$ cat config.mk
export PLATFORM = sky130hd
export DESIGN_NAME = id_ex_stage_flat
export DESIGN_NICKNAME = d
export VERILOG_FILES = /design/src/rtl/id_ex_stage_if.sv /design/src/rtl/id_ex_stage.sv /design/src/flat_wrapper.sv
export SDC_FILE = /design/constraint.sdc
export NUM_CORES = 1
export LEC_CHECK = 0
export ABC_AREA = 1
export CORE_ASPECT_RATIO = 1.2
export CORE_UTILIZATION = 41
export DETAILED_ROUTE_END_ITERATION = 16
export PLACE_DENSITY = 0.8
export SYNTH_ARGS = -nofsm -noshare
export SYNTH_HDL_FRONTEND = slang
export SYNTH_SLANG_ARGS = --single-unit
export TNS_END_PERCENT = 10
$ cat constraint.sdc
create_clock -name clk -period 1.8 [get_ports clk]
set_input_delay 0.18 -clock clk [delete_from_list [all_inputs] [get_ports clk]]
set_output_delay 0.18 -clock clk [all_outputs]
set_load 0.05 [all_outputs]
$ cat src/rtl/id_ex_stage_if.sv
// Bundle between the decode stage and the ID/EX pipeline register: decoded
// instruction fields plus flush/hold inward, registered EX fields plus stall outward.
interface id_ex_stage_if #(
    parameter int DATA_W = 32,
    parameter int REG_W  = 5
);
    logic              id_valid;
    logic              branch_eq, branch_ne, memread, memwrite;
    logic              memtoreg, regdst, regwrite, alusrc;
    logic [1:0]        aluop;
    logic [REG_W-1:0]  id_rs, id_rt, id_rd;
    logic [DATA_W-1:0] id_rdata1, id_rdata2, id_imm, id_pc4;
    logic              flush, hold;

    logic              stall;
    logic              ex_valid;
    logic              ex_branch_eq, ex_branch_ne, ex_memread, ex_memwrite;
    logic              ex_memtoreg, ex_regdst, ex_regwrite, ex_alusrc;
    logic [1:0]        ex_aluop;
    logic [REG_W-1:0]  ex_rs, ex_rt, ex_rd;
    logic [DATA_W-1:0] ex_rdata1, ex_rdata2, ex_imm, ex_pc4;

    modport master (
        output id_valid, branch_eq, branch_ne, memread, memwrite,
               memtoreg, regdst, regwrite, alusrc, aluop,
               id_rs, id_rt, id_rd, id_rdata1, id_rdata2, id_imm, id_pc4,
               flush, hold,
        input  stall, ex_valid, ex_branch_eq, ex_branch_ne, ex_memread, ex_memwrite,
               ex_memtoreg, ex_regdst, ex_regwrite, ex_alusrc, ex_aluop,
               ex_rs, ex_rt, ex_rd, ex_rdata1, ex_rdata2, ex_imm, ex_pc4
    );

    modport slave (
        input  id_valid, branch_eq, branch_ne, memread, memwrite,
               memtoreg, regdst, regwrite, alusrc, aluop,
               id_rs, id_rt, id_rd, id_rdata1, id_rdata2, id_imm, id_pc4,
               flush, hold,
        output stall, ex_valid, ex_branch_eq, ex_branch_ne, ex_memread, ex_memwrite,
               ex_memtoreg, ex_regdst, ex_regwrite, ex_alusrc, ex_aluop,
               ex_rs, ex_rt, ex_rd, ex_rdata1, ex_rdata2, ex_imm, ex_pc4
    );
endinterface

$ cat src/rtl/id_ex_stage.sv
// ID/EX pipeline register with load-use bubble insertion, branch flush and hold.
// Optional IDEX_PERF_CNT_EN adds saturating 16-bit stall_cnt / flush_cnt outputs.
module id_ex_stage #(
    parameter int DATA_W = 32,
    parameter int REG_W  = 5
) (
    input  logic        clk,
    input  logic        rst_n,
`ifdef IDEX_PERF_CNT_EN
    output logic [15:0] stall_cnt,
    output logic [15:0] flush_cnt,
`endif
    id_ex_stage_if.slave bus
);

    typedef struct packed {
        logic              valid;
        logic              branch_eq;
        logic              branch_ne;
        logic              memread;
        logic              memwrite;
        logic              memtoreg;
        logic              regdst;
        logic              regwrite;
        logic              alusrc;
        logic [1:0]        aluop;
        logic [REG_W-1:0]  rs;
        logic [REG_W-1:0]  rt;
        logic [REG_W-1:0]  rd;
        logic [DATA_W-1:0] rdata1;
        logic [DATA_W-1:0] rdata2;
        logic [DATA_W-1:0] imm;
        logic [DATA_W-1:0] pc4;
    } ex_slot_t;

    ex_slot_t ex_q;
    ex_slot_t id_slot;
    logic     uses_rt;
    logic     hazard;

    // An empty decode slot still carries its data, but its control must not act.
    always_comb begin
        id_slot           = '0;
        id_slot.valid     = bus.id_valid;
        id_slot.rs        = bus.id_rs;
        id_slot.rt        = bus.id_rt;
        id_slot.rd        = bus.id_rd;
        id_slot.rdata1    = bus.id_rdata1;
        id_slot.rdata2    = bus.id_rdata2;
        id_slot.imm       = bus.id_imm;
        id_slot.pc4       = bus.id_pc4;
        if (bus.id_valid) begin
            id_slot.branch_eq = bus.branch_eq;
            id_slot.branch_ne = bus.branch_ne;
            id_slot.memread   = bus.memread;
            id_slot.memwrite  = bus.memwrite;
            id_slot.memtoreg  = bus.memtoreg;
            id_slot.regdst    = bus.regdst;
            id_slot.regwrite  = bus.regwrite;
            id_slot.alusrc    = bus.alusrc;
            id_slot.aluop     = bus.aluop;
        end
    end

    // lw/addi take their second operand from the immediate; sw still reads rt as store data.
    assign uses_rt = bus.id_valid & (~bus.alusrc | bus.memwrite);
    assign hazard  = ex_q.valid & ex_q.memread & (ex_q.rt != '0) & bus.id_valid &
                     ((ex_q.rt == bus.id_rs) | (uses_rt & (ex_q.rt == bus.id_rt)));
    assign bus.stall = rst_n & (bus.hold | (~bus.flush & hazard));

    always_ff @(posedge clk or negedge rst_n) begin
        if (!rst_n) begin
            ex_q <= '0;
        end else if (bus.hold) begin
            ex_q <= ex_q;
        end else if (bus.flush || hazard) begin
            ex_q <= '0;
        end else begin
            ex_q <= id_slot;
        end
    end

`ifdef IDEX_PERF_CNT_EN
    always_ff @(posedge clk or negedge rst_n) begin
        if (!rst_n) begin
            stall_cnt <= '0;
            flush_cnt <= '0;
        end else if (!bus.hold) begin
            if (bus.flush) begin
                if (flush_cnt != 16'hFFFF) flush_cnt <= flush_cnt + 16'd1;
            end else if (hazard) begin
                if (stall_cnt != 16'hFFFF) stall_cnt <= stall_cnt + 16'd1;
            end
        end
    end
`endif

    assign bus.ex_valid     = ex_q.valid;
    assign bus.ex_branch_eq = ex_q.branch_eq;
    assign bus.ex_branch_ne = ex_q.branch_ne;
    assign bus.ex_memread   = ex_q.memread;
    assign bus.ex_memwrite  = ex_q.memwrite;
    assign bus.ex_memtoreg  = ex_q.memtoreg;
    assign bus.ex_regdst    = ex_q.regdst;
    assign bus.ex_regwrite  = ex_q.regwrite;
    assign bus.ex_alusrc    = ex_q.alusrc;
    assign bus.ex_aluop     = ex_q.aluop;
    assign bus.ex_rs        = ex_q.rs;
    assign bus.ex_rt        = ex_q.rt;
    assign bus.ex_rd        = ex_q.rd;
    assign bus.ex_rdata1    = ex_q.rdata1;
    assign bus.ex_rdata2    = ex_q.rdata2;
    assign bus.ex_imm       = ex_q.imm;
    assign bus.ex_pc4       = ex_q.pc4;

endmodule
$ cat src/flat_wrapper.sv
// flat-port wrapper written by rule: the top's interface ports become plain ports
module id_ex_stage_flat 
#(
    parameter int DATA_W = 32,
    parameter int REG_W  = 5
)
  (clk, rst_n, bus_id_valid, bus_branch_eq, bus_branch_ne, bus_memread, bus_memwrite, bus_memtoreg, bus_regdst, bus_regwrite, bus_alusrc, bus_aluop, bus_id_rs, bus_id_rt, bus_id_rd, bus_id_rdata1, bus_id_rdata2, bus_id_imm, bus_id_pc4, bus_flush, bus_hold, bus_stall, bus_ex_valid, bus_ex_branch_eq, bus_ex_branch_ne, bus_ex_memread, bus_ex_memwrite, bus_ex_memtoreg, bus_ex_regdst, bus_ex_regwrite, bus_ex_alusrc, bus_ex_aluop, bus_ex_rs, bus_ex_rt, bus_ex_rd, bus_ex_rdata1, bus_ex_rdata2, bus_ex_imm, bus_ex_pc4);
  id_ex_stage_if #(.DATA_W(DATA_W), .REG_W(REG_W)) bus_i ();
  input  logic clk;
  input  logic rst_n;
  input wire logic [$bits(bus_i.id_valid)-1:0] bus_id_valid;
  input wire logic [$bits(bus_i.branch_eq)-1:0] bus_branch_eq;
  input wire logic [$bits(bus_i.branch_ne)-1:0] bus_branch_ne;
  input wire logic [$bits(bus_i.memread)-1:0] bus_memread;
  input wire logic [$bits(bus_i.memwrite)-1:0] bus_memwrite;
  input wire logic [$bits(bus_i.memtoreg)-1:0] bus_memtoreg;
  input wire logic [$bits(bus_i.regdst)-1:0] bus_regdst;
  input wire logic [$bits(bus_i.regwrite)-1:0] bus_regwrite;
  input wire logic [$bits(bus_i.alusrc)-1:0] bus_alusrc;
  input wire logic [$bits(bus_i.aluop)-1:0] bus_aluop;
  input wire logic [$bits(bus_i.id_rs)-1:0] bus_id_rs;
  input wire logic [$bits(bus_i.id_rt)-1:0] bus_id_rt;
  input wire logic [$bits(bus_i.id_rd)-1:0] bus_id_rd;
  input wire logic [$bits(bus_i.id_rdata1)-1:0] bus_id_rdata1;
  input wire logic [$bits(bus_i.id_rdata2)-1:0] bus_id_rdata2;
  input wire logic [$bits(bus_i.id_imm)-1:0] bus_id_imm;
  input wire logic [$bits(bus_i.id_pc4)-1:0] bus_id_pc4;
  input wire logic [$bits(bus_i.flush)-1:0] bus_flush;
  input wire logic [$bits(bus_i.hold)-1:0] bus_hold;
  output wire logic [$bits(bus_i.stall)-1:0] bus_stall;
  output wire logic [$bits(bus_i.ex_valid)-1:0] bus_ex_valid;
  output wire logic [$bits(bus_i.ex_branch_eq)-1:0] bus_ex_branch_eq;
  output wire logic [$bits(bus_i.ex_branch_ne)-1:0] bus_ex_branch_ne;
  output wire logic [$bits(bus_i.ex_memread)-1:0] bus_ex_memread;
  output wire logic [$bits(bus_i.ex_memwrite)-1:0] bus_ex_memwrite;
  output wire logic [$bits(bus_i.ex_memtoreg)-1:0] bus_ex_memtoreg;
  output wire logic [$bits(bus_i.ex_regdst)-1:0] bus_ex_regdst;
  output wire logic [$bits(bus_i.ex_regwrite)-1:0] bus_ex_regwrite;
  output wire logic [$bits(bus_i.ex_alusrc)-1:0] bus_ex_alusrc;
  output wire logic [$bits(bus_i.ex_aluop)-1:0] bus_ex_aluop;
  output wire logic [$bits(bus_i.ex_rs)-1:0] bus_ex_rs;
  output wire logic [$bits(bus_i.ex_rt)-1:0] bus_ex_rt;
  output wire logic [$bits(bus_i.ex_rd)-1:0] bus_ex_rd;
  output wire logic [$bits(bus_i.ex_rdata1)-1:0] bus_ex_rdata1;
  output wire logic [$bits(bus_i.ex_rdata2)-1:0] bus_ex_rdata2;
  output wire logic [$bits(bus_i.ex_imm)-1:0] bus_ex_imm;
  output wire logic [$bits(bus_i.ex_pc4)-1:0] bus_ex_pc4;
  assign bus_i.id_valid = bus_id_valid;
  assign bus_i.branch_eq = bus_branch_eq;
  assign bus_i.branch_ne = bus_branch_ne;
  assign bus_i.memread = bus_memread;
  assign bus_i.memwrite = bus_memwrite;
  assign bus_i.memtoreg = bus_memtoreg;
  assign bus_i.regdst = bus_regdst;
  assign bus_i.regwrite = bus_regwrite;
  assign bus_i.alusrc = bus_alusrc;
  assign bus_i.aluop = bus_aluop;
  assign bus_i.id_rs = bus_id_rs;
  assign bus_i.id_rt = bus_id_rt;
  assign bus_i.id_rd = bus_id_rd;
  assign bus_i.id_rdata1 = bus_id_rdata1;
  assign bus_i.id_rdata2 = bus_id_rdata2;
  assign bus_i.id_imm = bus_id_imm;
  assign bus_i.id_pc4 = bus_id_pc4;
  assign bus_i.flush = bus_flush;
  assign bus_i.hold = bus_hold;
  assign bus_stall = bus_i.stall;
  assign bus_ex_valid = bus_i.ex_valid;
  assign bus_ex_branch_eq = bus_i.ex_branch_eq;
  assign bus_ex_branch_ne = bus_i.ex_branch_ne;
  assign bus_ex_memread = bus_i.ex_memread;
  assign bus_ex_memwrite = bus_i.ex_memwrite;
  assign bus_ex_memtoreg = bus_i.ex_memtoreg;
  assign bus_ex_regdst = bus_i.ex_regdst;
  assign bus_ex_regwrite = bus_i.ex_regwrite;
  assign bus_ex_alusrc = bus_i.ex_alusrc;
  assign bus_ex_aluop = bus_i.ex_aluop;
  assign bus_ex_rs = bus_i.ex_rs;
  assign bus_ex_rt = bus_i.ex_rt;
  assign bus_ex_rd = bus_i.ex_rd;
  assign bus_ex_rdata1 = bus_i.ex_rdata1;
  assign bus_ex_rdata2 = bus_i.ex_rdata2;
  assign bus_ex_imm = bus_i.ex_imm;
  assign bus_ex_pc4 = bus_i.ex_pc4;
  id_ex_stage #(.DATA_W(DATA_W), .REG_W(REG_W)) u_core (.clk(clk), .rst_n(rst_n), .bus(bus_i));
endmodule
==> qor.yml, run 1 <==
final_layout:
  layout.cells.non_filler: 1260
  nFillCells: 1243
  drive_gt1_share_pct: 15.3
  final_cell_area_um2: 10800
  nets: 1199
  area_growth_pct: 61.7
  post-route-util_pct: 68.5
  diodes: 0
placed_design:
  port_buffers: 312
  placed_cells: 1225
  place_ws_ns: -0.0819
  dpl_cell_area_um2: 10000
  gp_congestion: 0.891
  dpl.hpwl_um: 13700
worst_hold_path:
  worstHoldStart: "bus_hold"
  hold_path.class: "in -> reg"
  worstHoldEndpoint: "u_core.bus.ex_regwrite"
  hold_path_depth: 3
route:
  wl_per_cell_um: 15.8
  antenna_left: 0
  viasPerCell: 4.86
  vias: 6121
  routed_wl_um: 19900
  route.detailed.drc: 0
  drt_iter0_markers: 472
  firstDrtPassIters: 5
synth:
  synth_area_leaders: "dfrtp_1 58%, nand2_1 19%, o21ai_2 9.2%"
  syn_nets: 888
  yosys_warnings: 0
  syn-cell-area_um2: 6650
  syn_inst: 730
  yosysSeqAreaShare_pct: 57.9
  synth_top_area_share_pct: 57.9
  ys_seq_elements: 154
  yosys.area.top_type: "dfrtp_1"
  synth_cell_type_count: 17
  avgSynthCellArea_um2: 9.11
sta:
  period_share_pct: 106
  clock.fmax_mhz: 522
  slew_violations: 0
  finalHoldViolCount: 0
  setup_tns_ns: -0.115
  setup_ws_ns: -0.115
  setup_viol: 1
  tightest_slew_ns: 0.550
  slew-limit-headroom_pct: 63.2
  whs_ns: 0.128
  rsz0062_at_grt: "yes"
  final.min_clock_period_ns: 1.92
  skew_ns: 0.00564
status:
  violations: "negative setup slack"
  status: "complete, but fails checks"
global_route:
  grt_pass1_vias: 6148
  grt_max_degree: 91
  grt_pass1_wl_um: 31500
  busiest_layer: "met2"
  use_met1_pct: 27.8
  met3_usage_pct: 7.03
  grt_use_total_pct: 24.0
  gr-usage-met2_pct: 41.0
  antenna_found_initial: 2
  grt_overflow_total: 0
flow_run:
  maxCapViolCount: 0
floorplan:
  num_io_pins: 313
  start_util_pct: 42.4
  coreArea_um2: 15700
  die_area_um2: 16700
  die_w_um: 118
  die_y_um: 142
  rows: 50
worst_setup_path:
  slowest_delay_ns: 0.43
  startpoint_type: "flip-flop"
  r2r_end: "u_core.bus.ex_rdata2[23]"
  slowest_stage: "dfrtp_2"
  cp.required_ns: 1.62
  r2r.worst_path.cells: 10
  crit_chain: "inv_2, nand2_2, o21ai_2, nor2_1, nand3_1, nand2_2, nand3_2, a21boi_4, buf_12"
  crit_type: "reg -> out"
  worstSetupEndpointType: "output port"
  cp_max_fo: 6
  r2r_slack_ns: 0.16
  r2r-start: "u_core.bus.ex_rt[4]"
  arrival_ns: 1.74
  cp_common_cell: "nand2_2"
power:
  worst_ir_drop_vdd_uv: 515
  power_per_cell_area_nw_per_um2: 910
  p_leak_nw: 5.76
  design_power_total_mw: 9.79
cts:
  clkTransAtPathRegs_ns: 0.06
  tritoncts: "yes"
  cts_buffers: 17
  clockBufferDepth: 2
  clock_sinks: 154
  clock_latency_ns: 0.42
  cts.root.buffer_cell: "clkbuf_16"
  htreeDepth: 4
[power by group]
group	internal, mW	switching, mW
clock	1.96	1.40
combinational	0.949	1.61
sequential	3.73	0.153
[registers in the layout, indices dropped and copies added (netlist names)]
signal and cells:
u_core.bus.ex_rdata1 32, u_core.bus.ex_memtoreg 1, u_core.bus.ex_memread 1, u_core.bus.ex_aluop 2, u_core.bus.ex_memwrite 1, u_core.bus.ex_imm 32
u_core.bus.ex_pc4 32, u_core.bus.ex_branch_ne 1, u_core.bus.ex_branch_eq 1, u_core.bus.ex_regwrite 1, u_core.bus.ex_rs 5, u_core.bus.ex_valid 1
u_core.bus.ex_alusrc 1, u_core.bus.ex_rt 5, u_core.bus.ex_rd 5, u_core.bus.ex_rdata2 32, u_core.bus.ex_regdst 1
[cells in the final DEF, fill, tap and decap left out]
cell / netlist / layout
nor2_1: 8 / 8
clkinv_2: 0 / 4
clkbuf_8: 0 / 2
o21ai_2: 70 / 71
nand2_8: 0 / 1
inv_4: 0 / 1
dlygate4sd2_1: 0 / 16
nand3_1: 4 / 3
buf_4: 0 / 33
inv_1: 13 / 13
inv_2: 6 / 5
clkbuf_16: 0 / 17
a21boi_4: 0 / 1
dfrtp_2: 0 / 3
o21ai_0: 73 / 73
inv_6: 0 / 1
nand4_1: 12 / 12
dlymetal6s2s_1: 0 / 64
o21ai_1: 2 / 1
nand2_2: 2 / 4
nand3_2: 0 / 1
bufinv_16: 0 / 1
buf_6: 0 / 1
dlygate4sd3_1: 0 / 1
nand2_1: 334 / 332
dfrtp_1: 154 / 151
clkinvlp_4: 0 / 3
clkinv_4: 0 / 2
buf_12: 8 / 10
clkdlybuf4s50_1: 0 / 217
[how the worst max path moves through the flow]
stage	from	endpoint	slack (ns)	cells after the start
global route	u_core.bus.ex_rt[3]	bus_stall	-0.21	9
floorplan	u_core.bus.ex_rt[3]	bus_stall	0.06	8
global placement	bus_id_rt[3]	u_core.bus.ex_rdata2[13]	-0.04	11
detailed placement	bus_id_rt[0]	u_core.bus.ex_rdata2[23]	-0.08	11
CTS	u_core.bus.ex_rt[1]	bus_stall	-0.14	9
finish	u_core.bus.ex_rt[4]	bus_stall	-0.12	9
[synthesized netlist by cell type]
cell	n
nand2_2	2
dfrtp_1	154
o21ai_1	2
inv_1	13
inv_2	6
nand2_1	334
nor2_1	8
buf_1	2
o21ai_0	73
buf_12	8
nand2_4	1
o21ai_2	70
nand4_1	12
buf_2	9
nand3_1	4
a21boi_0	1
clkbuf_1	31
[routing by layer]
layer	up-vias	routed length (um)
li1	2937	-
met1	2865	7790
met2	270	9910
met3	45	1540
met4	4	664
met5	-	26
[worst max-delay path, delay by kind of cell, from the launching register on]
family,cells,cell delay (ns)
buffers and inverters,2,0.21
AOI/OAI and AO/OA,2,0.22
and+or+nand+nor,5,0.47
DFF,1,0.43
[final cells by class]
cell class	instances	area [um2]	area share [%]
flip-flops and latches	154	3860	35.9
repair buffers	342	3580	33.3
multi-input cells	507	2430	22.6
clock buffers	19	453	4.21
well taps	208	260	2.42
clock inverters	11	98.8	0.919
inverters	19	73.8	0.686
[cell families (layout without fill, tap and decap cells)]
group / after synthesis / in the layout / synth area share, %
AO/OA/AOI/OAI: 146 / 146 / 15.0
flip-flops: 154 / 154 / 57.9
AND/OR/NAND/NOR: 361 / 361 / 21.1
buffers and inverters: 69 / 391 / 6.02
[repair_timing]
| action | 4_1_cts | 5_1_grt |
|---|---|---|
| pin swaps | 1 | 6 |
| setup endpoints to repair | 19 | 65 |
| resized for setup | 21 | 68 |
| buffers inserted | 4 | 0 |
| cloned | 0 | 0 |
| hold endpoints to repair | 154 | 0 |
| hold buffers | 1 | 0 |
Note: power is estimated with default switching activity, not from simulation.
==> run 2: changes to the inputs <==
--- a/config.mk
+++ b/config.mk
@@ -6,7 +6,6 @@
 export NUM_CORES = 1
 export LEC_CHECK = 0
 export ABC_AREA = 1
-export CORE_ASPECT_RATIO = 1.2
 export CORE_UTILIZATION = 41
 export DETAILED_ROUTE_END_ITERATION = 16
 export PLACE_DENSITY = 0.8
==> run 2 against run 1 <==
Net effect:
- the run still ends with negative setup slack left
- highest routed layer is now met4
- die area about the same
- design area rose by 0.86%
- power is 2.9% higher
- largest cell class unchanged
==> qor.yml, run 2 (same netlist as run 1, synthesis figures left out) <==
status:
  status: "complete, but fails checks"
  violations: "negative setup slack"
final_layout:
  final_cell_mix: "332 x nand2_1, 200 x clkdlybuf4s50_1, 151 x dfrtp_1"
  drive_gt1_share_pct: 14.4  # -0.94 points
  regArea_um2: 3860  # unchanged
  area_growth_pct: 63.1
  nFillCells: 1246  # +0.24%
  nets: 1196  # -0.25%
  final_common_cell: "nand2_1"
  multi_input_area_um2: 2430  # +0.10%
  diodes: 0  # unchanged
global_route:
  grt_overflow_total: 0  # unchanged
  grt_max_degree: 125  # +37%
  antenna_found_initial: 0  # -2
  grt_pass1_vias: 5972  # -2.9%
  grt_use_total_pct: 24.0  # -0.028 points
  grt_pass1_wl_um: 30700  # -2.5%
worst_setup_path:
  path_depth: 9  # unchanged
  r2r.worst_path.cells: 9  # -1
  worstSetupEndpointType: "output port"
  slowest_delay_ns: 0.42  # about the same
  crit_type: "reg -> out"
  startpoint_type: "flip-flop"
  cp.required_ns: 1.62  # about the same
  crit_chain: "inv_2, nand2_1, o21ai_2, nor2_1, nand3_1, nand2_2, nand3_2, a21boi_4, buf_12"
  critPathTopFamily: "simple AND/OR/NAND/NOR gates"
  slowest_stage: "dfrtp_2"
  cp_max_fo: 6  # unchanged
  path_buf_inv: 2  # unchanged
  arrival_ns: 1.70  # -0.04 ns
floorplan:
  start_util_pct: 41.9  # -0.49 points
  die_area_um2: 16700  # about the same
  coreArea_um2: 15900  # +1.2%
  num_io_pins: 313  # unchanged
  die_y_um: 129  # -8.6%
  die_w_um: 129  # +9.4%
  rows: 46  # -8.0%
placed_design:
  port_buffers: 312  # unchanged
  gp_congestion: 0.875  # -1.9%
  dpl.hpwl_um: 13600  # -0.60%
cts:
  htreeDepth: 4  # unchanged
  clkTransAtPathRegs_ns: 0.06  # about the same
  cts_buffers: 17  # unchanged
  clockBufferDepth: 2  # unchanged
  clock_sinks: 154  # unchanged
  tritoncts: "yes"
  clock_latency_ns: 0.42  # about the same
  cts.root.buffer_cell: "clkbuf_16"
sta:
  slew-limit-headroom_pct: 61.7  # -1.6 points
  setup_ws_ns: -0.0818  # +0.0333 ns
  clock.fmax_mhz: 531  # +1.8%
  tightest_slew_ns: 0.578  # +0.0271 ns
  skew_ns: 0.0104  # +0.00476 ns
  period_share_pct: 105  # -1.8 points
  slew_violations: 0  # unchanged
  rsz0062_at_grt: "yes"
  finalHoldViolCount: 0  # unchanged
  final.min_clock_period_ns: 1.88  # -0.0333 ns
  setup_viol: 1  # unchanged
  setup_tns_ns: -0.0818  # +0.0333 ns
route:
  vias: 6105  # -0.26%
  antenna_left: 0  # unchanged
  firstDrtPassIters: 7  # +2
  routed_wl_um: 19900  # -0.16%
  drt_iter0_markers: 332  # -30%
  viasPerCell: 4.82  # -0.81%
  wl_per_cell_um: 15.7  # -0.71%
  route.detailed.drc: 0  # unchanged
worst_hold_path:
  hold_path.class: "in -> reg"
  hold_path_depth: 3  # unchanged
power:
  p_leak_nw: 5.99  # +4.0%
  worst_ir_drop_vdd_uv: 626  # +21%
  design_power_total_mw: 10.1  # +2.9%
  power_per_cell_area_nw_per_um2: 929  # +2.0%
flow_run:
  maxCapViolCount: 0  # unchanged
[run 2: cell types whose count changed in the layout (fill, tap and decap cells not counted), moves of 3 or more]
cell	change
dlygate4sd2_1	+10
dlymetal6s2s_1	+13
buf_4	-11
clkbuf_1	+4
o21ai_0	-3
o21ai_1	+3
clkdlybuf4s50_1	-17
[run 2: layout make-up]
cell class | count | share of cell area (%)
Clock buffer | 22 | 4.19
Clock inverter | 10 | 1.29
Inverter | 19 | 0.680
Multi-Input combinational cell | 507 | 22.4
Sequential cell | 154 | 35.6
Tap cell | 216 | 2.49
Timing Repair Buffer | 339 | 33.4
[run 2: timing repair]
item,in CTS,in global routing
setup endpoints to repair,27,78
endpoints found under the hold margin,154,0
hold buffers,1,0
buffers inserted,2,3
gates resized for setup,29,85
pin swaps,5,7
[run 2: layer usage]
| layer | track usage, % | wire length (um) | up-vias |
|---|---|---|---|
| met1 | 28.5 | 7830 | 2876 |
| met2 | 39.4 | 9740 | 244 |
| met4 | 11.3 | 582 | 0 |
| li1 | - | - | 2941 |
| met3 | 7.93 | 1750 | 44 |
| met5 | 0 | 0 | - |
[run 2: where the power goes]
| group | switching, mW | leakage, nW | internal, mW |
|---|---|---|---|
| Combinational | 1.61 | 3.71 | 0.941 |
| Sequential | 0.147 | 2.01 | 3.72 |
| Clock | 1.43 | 0.281 | 2.22 |
| Total | 3.19 | 5.99 | 6.89 |
[run 2: final timing paths]
| kind | start | endpoint | slack, ns |
|---|---|---|---|
| max | u_core.bus.ex_rt[4] | bus_stall | -0.08 |
| min | bus_hold | u_core.bus.ex_rdata2[11] | 0.11 |
| max reg2reg | u_core.bus.ex_rt[1] | u_core.bus.ex_pc4[30] | 0.11 |
| min reg2reg | u_core.bus.ex_aluop[0] | u_core.bus.ex_aluop[0] | 0.47 |
| max in group asynchronous | rst_n | u_core.bus.ex_imm[9] | 0.95 |
| min in group asynchronous | rst_n | u_core.bus.ex_branch_eq | 0.19 |
[run 2: per-stage QoR]
stage	instances	util [%]	hold slack (ns)	worst slack (ns)	instance area, um2
CTS	1264	66.9	0.0923	-0.120	10600
global route	1267	68.3	0.106	-0.211	10900
detailed placement	1229	63.1	0.0512	-0.106	10000
finish	1267	68.3	0.111	-0.0818	10900
global placement	1229	63.1	0.0493	-0.0660	10000
floorplan	730	-	-0.116	0.0563	6660
[run 2: tightest hold or removal path, cell delays in order]
cell and delay, ns:
buf_4 0.18, nand2_1 0.09, o21ai_2 0.05
==> run 3: changes to the inputs <==
--- a/config.mk
+++ b/config.mk
@@ -6,9 +6,12 @@
 export NUM_CORES = 1
 export LEC_CHECK = 0
 export ABC_AREA = 1
+export CORE_MARGIN = 1
 export CORE_UTILIZATION = 41
+export CTS_CLUSTER_DIAMETER = 60
 export DETAILED_ROUTE_END_ITERATION = 16
 export PLACE_DENSITY = 0.8
+export SLEW_MARGIN = 25
 export SYNTH_ARGS = -nofsm -noshare
 export SYNTH_HDL_FRONTEND = slang
 export SYNTH_SLANG_ARGS = --single-unit
==> results of run 3 <==
Same layout as run 2: the final DEF is identical, and so are final timing and power.
